==> src/rtl/multicycle_control.sv <==
// Multi-cycle RV32I sequencer: FETCH/DECODE/EXEC/MEM/WB control FSM
// with a ready-handshaked memory port and a retired-instruction counter.
//
// Ports:
//   clk, reset        : rising-edge clock, synchronous active-high reset
//   opcode            : IR[6:0], stable from DECODE until back in FETCH
//   zero              : ALU zero flag for beq
//   mem_ready         : memory finishes the current access this cycle
//   pc_write, ir_write, iord, mem_read, mem_write, reg_write : enables/selects
//   mem_to_reg, alu_src_a, alu_src_b, alu_op, pc_source     : datapath muxes
//   instr_done, illegal_op : one-cycle retire / unsupported-opcode pulses
//   state             : current FSM state (debug)
//   instret           : retired-instruction count, wraps
module multicycle_control #(
  parameter int CNT_W = 32
) (
  input  logic             clk,
  input  logic             reset,
  input  logic [6:0]       opcode,
  input  logic             zero,
  input  logic             mem_ready,
  output logic             pc_write,
  output logic             ir_write,
  output logic             iord,
  output logic             mem_read,
  output logic             mem_write,
  output logic             reg_write,
  output logic [1:0]       mem_to_reg,
  output logic [1:0]       alu_src_a,
  output logic [1:0]       alu_src_b,
  output logic [1:0]       alu_op,
  output logic             pc_source,
  output logic             instr_done,
  output logic             illegal_op,
  output logic [2:0]       state,
  output logic [CNT_W-1:0] instret
);

  typedef enum logic [2:0] {
    FETCH  = 3'd0,
    DECODE = 3'd1,
    EXEC   = 3'd2,
    MEM    = 3'd3,
    WB     = 3'd4
  } state_t;

  localparam logic [6:0] OP_LW   = 7'b0000011;
  localparam logic [6:0] OP_SW   = 7'b0100011;
  localparam logic [6:0] OP_R    = 7'b0110011;
  localparam logic [6:0] OP_I    = 7'b0010011;
  localparam logic [6:0] OP_BEQ  = 7'b1100011;
  localparam logic [6:0] OP_JAL  = 7'b1101111;
  localparam logic [6:0] OP_JALR = 7'b1100111;

  state_t     cur, nxt;
  logic [6:0] op_q;
  logic       legal;
  logic       is_ld;

  // Raw enables before the reset mask.
  logic pcw_r, irw_r, mrd_r, mwr_r;
  logic rw_r, done_r, ill_r;

  assign is_ld = (op_q == OP_LW);

  always_comb begin
    legal = 1'b0;
    case (opcode)
      OP_LW, OP_SW, OP_R, OP_I,
      OP_BEQ, OP_JAL, OP_JALR: legal = 1'b1;
      default:                 legal = 1'b0;
    endcase
  end

  always_ff @(posedge clk) begin
    if (reset) begin
      cur     <= FETCH;
      op_q    <= '0;
      instret <= '0;
    end else begin
      cur <= nxt;
      if (cur == DECODE) op_q <= opcode;
      if (done_r) instret <= instret + CNT_W'(1);
    end
  end

  always_comb begin
    nxt        = FETCH;
    pcw_r      = 1'b0;
    irw_r      = 1'b0;
    mrd_r      = 1'b0;
    mwr_r      = 1'b0;
    rw_r       = 1'b0;
    done_r     = 1'b0;
    ill_r      = 1'b0;
    iord       = 1'b0;
    mem_to_reg = 2'b00;
    alu_src_a  = 2'b00;
    alu_src_b  = 2'b00;
    alu_op     = 2'b00;
    pc_source  = 1'b0;
    case (cur)
      FETCH: begin
        mrd_r     = 1'b1;
        alu_src_b = 2'b01;
        if (mem_ready) begin
          irw_r = 1'b1;
          pcw_r = 1'b1;
          nxt   = DECODE;
        end else begin
          nxt = FETCH;
        end
      end
      DECODE: begin
        // ALUOut captures old_pc + imm as the branch/jal target.
        alu_src_a = 2'b01;
        alu_src_b = 2'b10;
        if (legal) begin
          nxt = EXEC;
        end else begin
          ill_r = 1'b1;
          nxt   = FETCH;
        end
      end
      EXEC: begin
        case (op_q)
          OP_LW, OP_SW: begin
            alu_src_a = 2'b10;
            alu_src_b = 2'b10;
            nxt       = MEM;
          end
          OP_R: begin
            alu_src_a = 2'b10;
            alu_op    = 2'b10;
            nxt       = WB;
          end
          OP_I: begin
            alu_src_a = 2'b10;
            alu_src_b = 2'b10;
            alu_op    = 2'b10;
            nxt       = WB;
          end
          OP_BEQ: begin
            alu_src_a = 2'b10;
            alu_op    = 2'b01;
            pc_source = 1'b1;
            pcw_r     = zero;
            done_r    = 1'b1;
          end
          OP_JAL: begin
            // PC still holds old_pc + 4, which is the link value.
            pc_source  = 1'b1;
            pcw_r      = 1'b1;
            rw_r       = 1'b1;
            mem_to_reg = 2'b10;
            done_r     = 1'b1;
          end
          OP_JALR: begin
            alu_src_a  = 2'b10;
            alu_src_b  = 2'b10;
            pcw_r      = 1'b1;
            rw_r       = 1'b1;
            mem_to_reg = 2'b10;
            done_r     = 1'b1;
          end
          default: nxt = FETCH;
        endcase
      end
      MEM: begin
        iord = 1'b1;
        if (is_ld) begin
          mrd_r = 1'b1;
          nxt   = mem_ready ? WB : MEM;
        end else begin
          mwr_r  = 1'b1;
          done_r = mem_ready;
          nxt    = mem_ready ? FETCH : MEM;
        end
      end
      WB: begin
        rw_r       = 1'b1;
        mem_to_reg = is_ld ? 2'b01 : 2'b00;
        done_r     = 1'b1;
      end
      default: nxt = FETCH;
    endcase
  end

  assign pc_write   = pcw_r  & ~reset;
  assign ir_write   = irw_r  & ~reset;
  assign mem_read   = mrd_r  & ~reset;
  assign mem_write  = mwr_r  & ~reset;
  assign reg_write  = rw_r   & ~reset;
  assign instr_done = done_r & ~reset;
  assign illegal_op = ill_r  & ~reset;
  assign state      = cur;

endmodule

==> config.mk <==
export PLATFORM = sky130hd
export DESIGN_NAME = multicycle_control
export DESIGN_NICKNAME = d
export VERILOG_FILES = /design/src/rtl/multicycle_control.sv
export SDC_FILE = /design/constraint.sdc
export NUM_CORES = 1
export LEC_CHECK = 0
export ABC_AREA = 1
export CORE_ASPECT_RATIO = 1.5
export CORE_MARGIN = 4
export CORE_UTILIZATION = 51
export CTS_CLUSTER_SIZE = 14
export DETAILED_ROUTE_END_ITERATION = 12
export PLACE_DENSITY = 0.81
export SYNTH_ARGS = -nofsm -noshare
export SYNTH_HDL_FRONTEND = slang
export SYNTH_SLANG_ARGS = --single-unit
==> constraint.sdc <==
create_clock -name clk -period 1.8 [get_ports clk]
set_input_delay 0.18 -clock clk [delete_from_list [all_inputs] [get_ports clk]]
set_output_delay 0.18 -clock clk [all_outputs]
set_load 0.05 [all_outputs]
==> results.json <==
{
  "status": "complete, but fails checks",
  "violations": "negative setup slack",
  "dieArea_sq_um": 6655,
  "finalWorstSetupSlack_ns": -0.02692,
  "holdCritPathClass": "in2reg",
  "ys_types": 25,
  "cts_buffers": 5,
  "synth_seq_cells": 42,
  "cts_hold_buf": 0,
  "path_class": "reg2out",
  "worstPathArrival_ns": 1.65,
  "cts_tree": "done",
  "slew-limit-headroom_pct": 65.79,
  "avgSynthCellArea_sq_um": 6.098,
  "antenna_found_initial": 0,
  "seq_area_frac_synth_pct": 30.57,
  "rsz0062_at_grt": "yes",
  "synth_area_sq_um": 2750,
  "finalSetupViolCount": 1,
  "yosys_warnings": 0,
  "postSynthCellCount": 451,
  "num_rows": 32,
  "drv_slew": 0,
  "final_antenna_net_count": 0,
  "place_area_sq_um": 3637,
  "dp_hpwl_um": 6906,
  "start_util_pct": 52.84,
  "most-common-layout-cells": "nand2_1 (147), nor2_1 (60), a21oi_1 (39), buf_4 (39)",
  "stdcell_area_sq_um": 3866,
  "final_common_cell": "nand2_1",
  "overflow": 0,
  "io_pins": 63,
  "root_buffer": "clkbuf_8",
  "drt_iter0_markers": 228,
  "max_stage_delay_ns": 0.32,
  "port_buffers": 62,
  "final-hold-violation-count": 0,
  "routabilityCongestion": 0.9162,
  "worst_setup_path_end_kind": "output pin",
  "syn-num-nets": 463,
  "vias_per_cell": 5.540,
  "max-cap-violations": 0,
  "gr-usage-all-layers_pct": 29.20,
  "hold-worst-slack_ns": 0.4382,
  "dieHeight_um": 97.94,
  "cp_max_fo": 4,
  "clkLatencyLatePin_ns": 0.30,
  "grt_pass1_wl_um": 15030,
  "cp_cell_sequence": "inv_2 > nand2_1 > nor2_2 > nand2_2 > nand3_1 > nand2_2 > nor2_4 > nor2_4 > buf_12",
  "p_leak_nw": 1.499,
  "finClkSkew_ns": 0.01191,
  "wl_per_cell_um": 15.68,
  "die_w_um": 67.96,
  "layout-drive-gt1-share_pct": 22.29,
  "crit_required_ns": 1.62,
  "cts_max_level": 2,
  "nets": 537,
  "diodes": 0,
  "grt_max_degree": 33,
  "syn_to_final_growth_pct": 40.58,
  "worstSetupStartpointType": "flip-flop",
  "period_needed_ns": 1.827,
  "fmax_mhz": 547.4,
  "first_pass_iters": 4,
  "grt_pass1_vias": 3198,
  "clock_tree.buffer_depth": 2,
  "core-area_sq_um": 5205,
  "place_ws_ns": 0.04855,
  "drc": 0,
  "vias": 3285,
  "cp_slowest_cell": "dfxtp_1",
  "wl_um": 9299,
  "period_share_pct": 101.5,
  "worstMarginPinSlew_ns": 0.5101,
  "cts_sinks": 42,
  "fill_cells": 426,
  "power_density_nw_per_um2": 462.0,
  "path_clk_slew_ns": 0.08,
  "ir_drop_mv": 0.3712
}
## metal layers
layer  wire [um]  GRT usage, %  vias to the layer above  part of all wire [%]
li1            -             -                     1594                     -
met1        3247         30.58                     1517                    35
met2        5040         52.82                      135                    54
met3         539         5.524                       39                   5.8
met4         471         14.40                        0                   5.1
met5           0             0                        -                     0
## report_power, final
group | internal [mW] | switching, mW | leakage, nW | total (mW)
Combinational | 0.0923 | 0.137 | 1.11 | 0.230
Clock | 0.261 | 0.343 | 0.0438 | 0.604
Sequential | 0.940 | 0.0120 | 0.344 | 0.952
Total | 1.29 | 0.492 | 1.50 | 1.79
## synthesized netlist by cell type
library cell	instances	share of area, %
nand2_1	153	21
nor2_1	68	9.3
dfxtp_1	42	31
a21oi_1	40	7.3
nand3_1	34	6.2
inv_1	26	3.5
nand3b_1	15	4.1
o21ai_0	14	2.5
xor2_1	11	3.5
clkbuf_1	7	0.96
inv_2	7	0.96
nor2_4	6	2.5
buf_2	4	0.73
nand2_2	4	0.91
xnor2_1	4	1.3
buf_6	3	1.2
nor3_1	3	0.55
nand4_1	2	0.45
o211ai_1	2	0.55
a211oi_1	1	0.27
a21boi_0	1	0.27
buf_4	1	0.27
ha_1	1	0.45
o2111ai_2	1	0.55
o22ai_1	1	0.23
## timing repair
item | CTS | global route
hold endpoints to repair | 0 | 0
setup endpoints to repair | 5 | 18
buffers inserted | 3 | 5
pin swaps | 2 | 6
gates resized for setup | 4 | 30
## critical path: cells and delay by family, from the launching register on
family                 cells  cell delay (ns)
buffers and inverters      2             0.25
flip-flops                 1             0.32
AND/OR/NAND/NOR            7             0.78
## final timing paths
check                               start                  endpoint  slack (ns)  cells past startpoint
setup / recovery     op_q[6]$_SDFFE_PP0P_                instr_done       -0.03                      9
hold / removal                  opcode[4]      op_q[4]$_SDFFE_PP0P_        0.44                      3
setup reg to reg  instret[8]$_SDFFE_PP0P_  instret[31]$_SDFFE_PP0P_        0.14                      8
hold reg to reg      op_q[2]$_SDFFE_PP0P_      op_q[2]$_SDFFE_PP0P_        0.50                      2
## per-stage QoR
stage | setup TNS, ns | util [%] | total power [mW] | instances
after global placement | 0 | 69.88 | 1.181 | 578
after detailed placement | 0 | 69.88 | 1.184 | 578
after CTS | -0.09067 | 72.07 | 1.767 | 588
after floorplan | -0.01926 | - | 1.088 | 451
final | -0.02692 | 74.28 | 1.786 | 593
after global routing | -0.5858 | 74.28 | 1.844 | 593
## sequential cells by signal, summed over array words and instances (netlist names)
name     flops
instret     32
op_q         7
state        3
## area by class of cell
type	instances	area (sq um)	area share [%]
repair buffers	82	894.6	23.14
clock buffers	5	68.82	1.780
flip-flops and latches	42	855.8	22.14
clock inverters	2	10.01	0.2589
multi-input cells	361	1824	47.18
inverters	33	127.6	3.301
well taps	68	85.08	2.201
## cell families after synthesis
group,synth area share (%)
flops,30.57
simple gates,44.81
fa+ha+maj,0.4549
buf+inv,7.689
xor+xnor,4.777
compound gates,11.69
(Power assumes the default switching activity.)
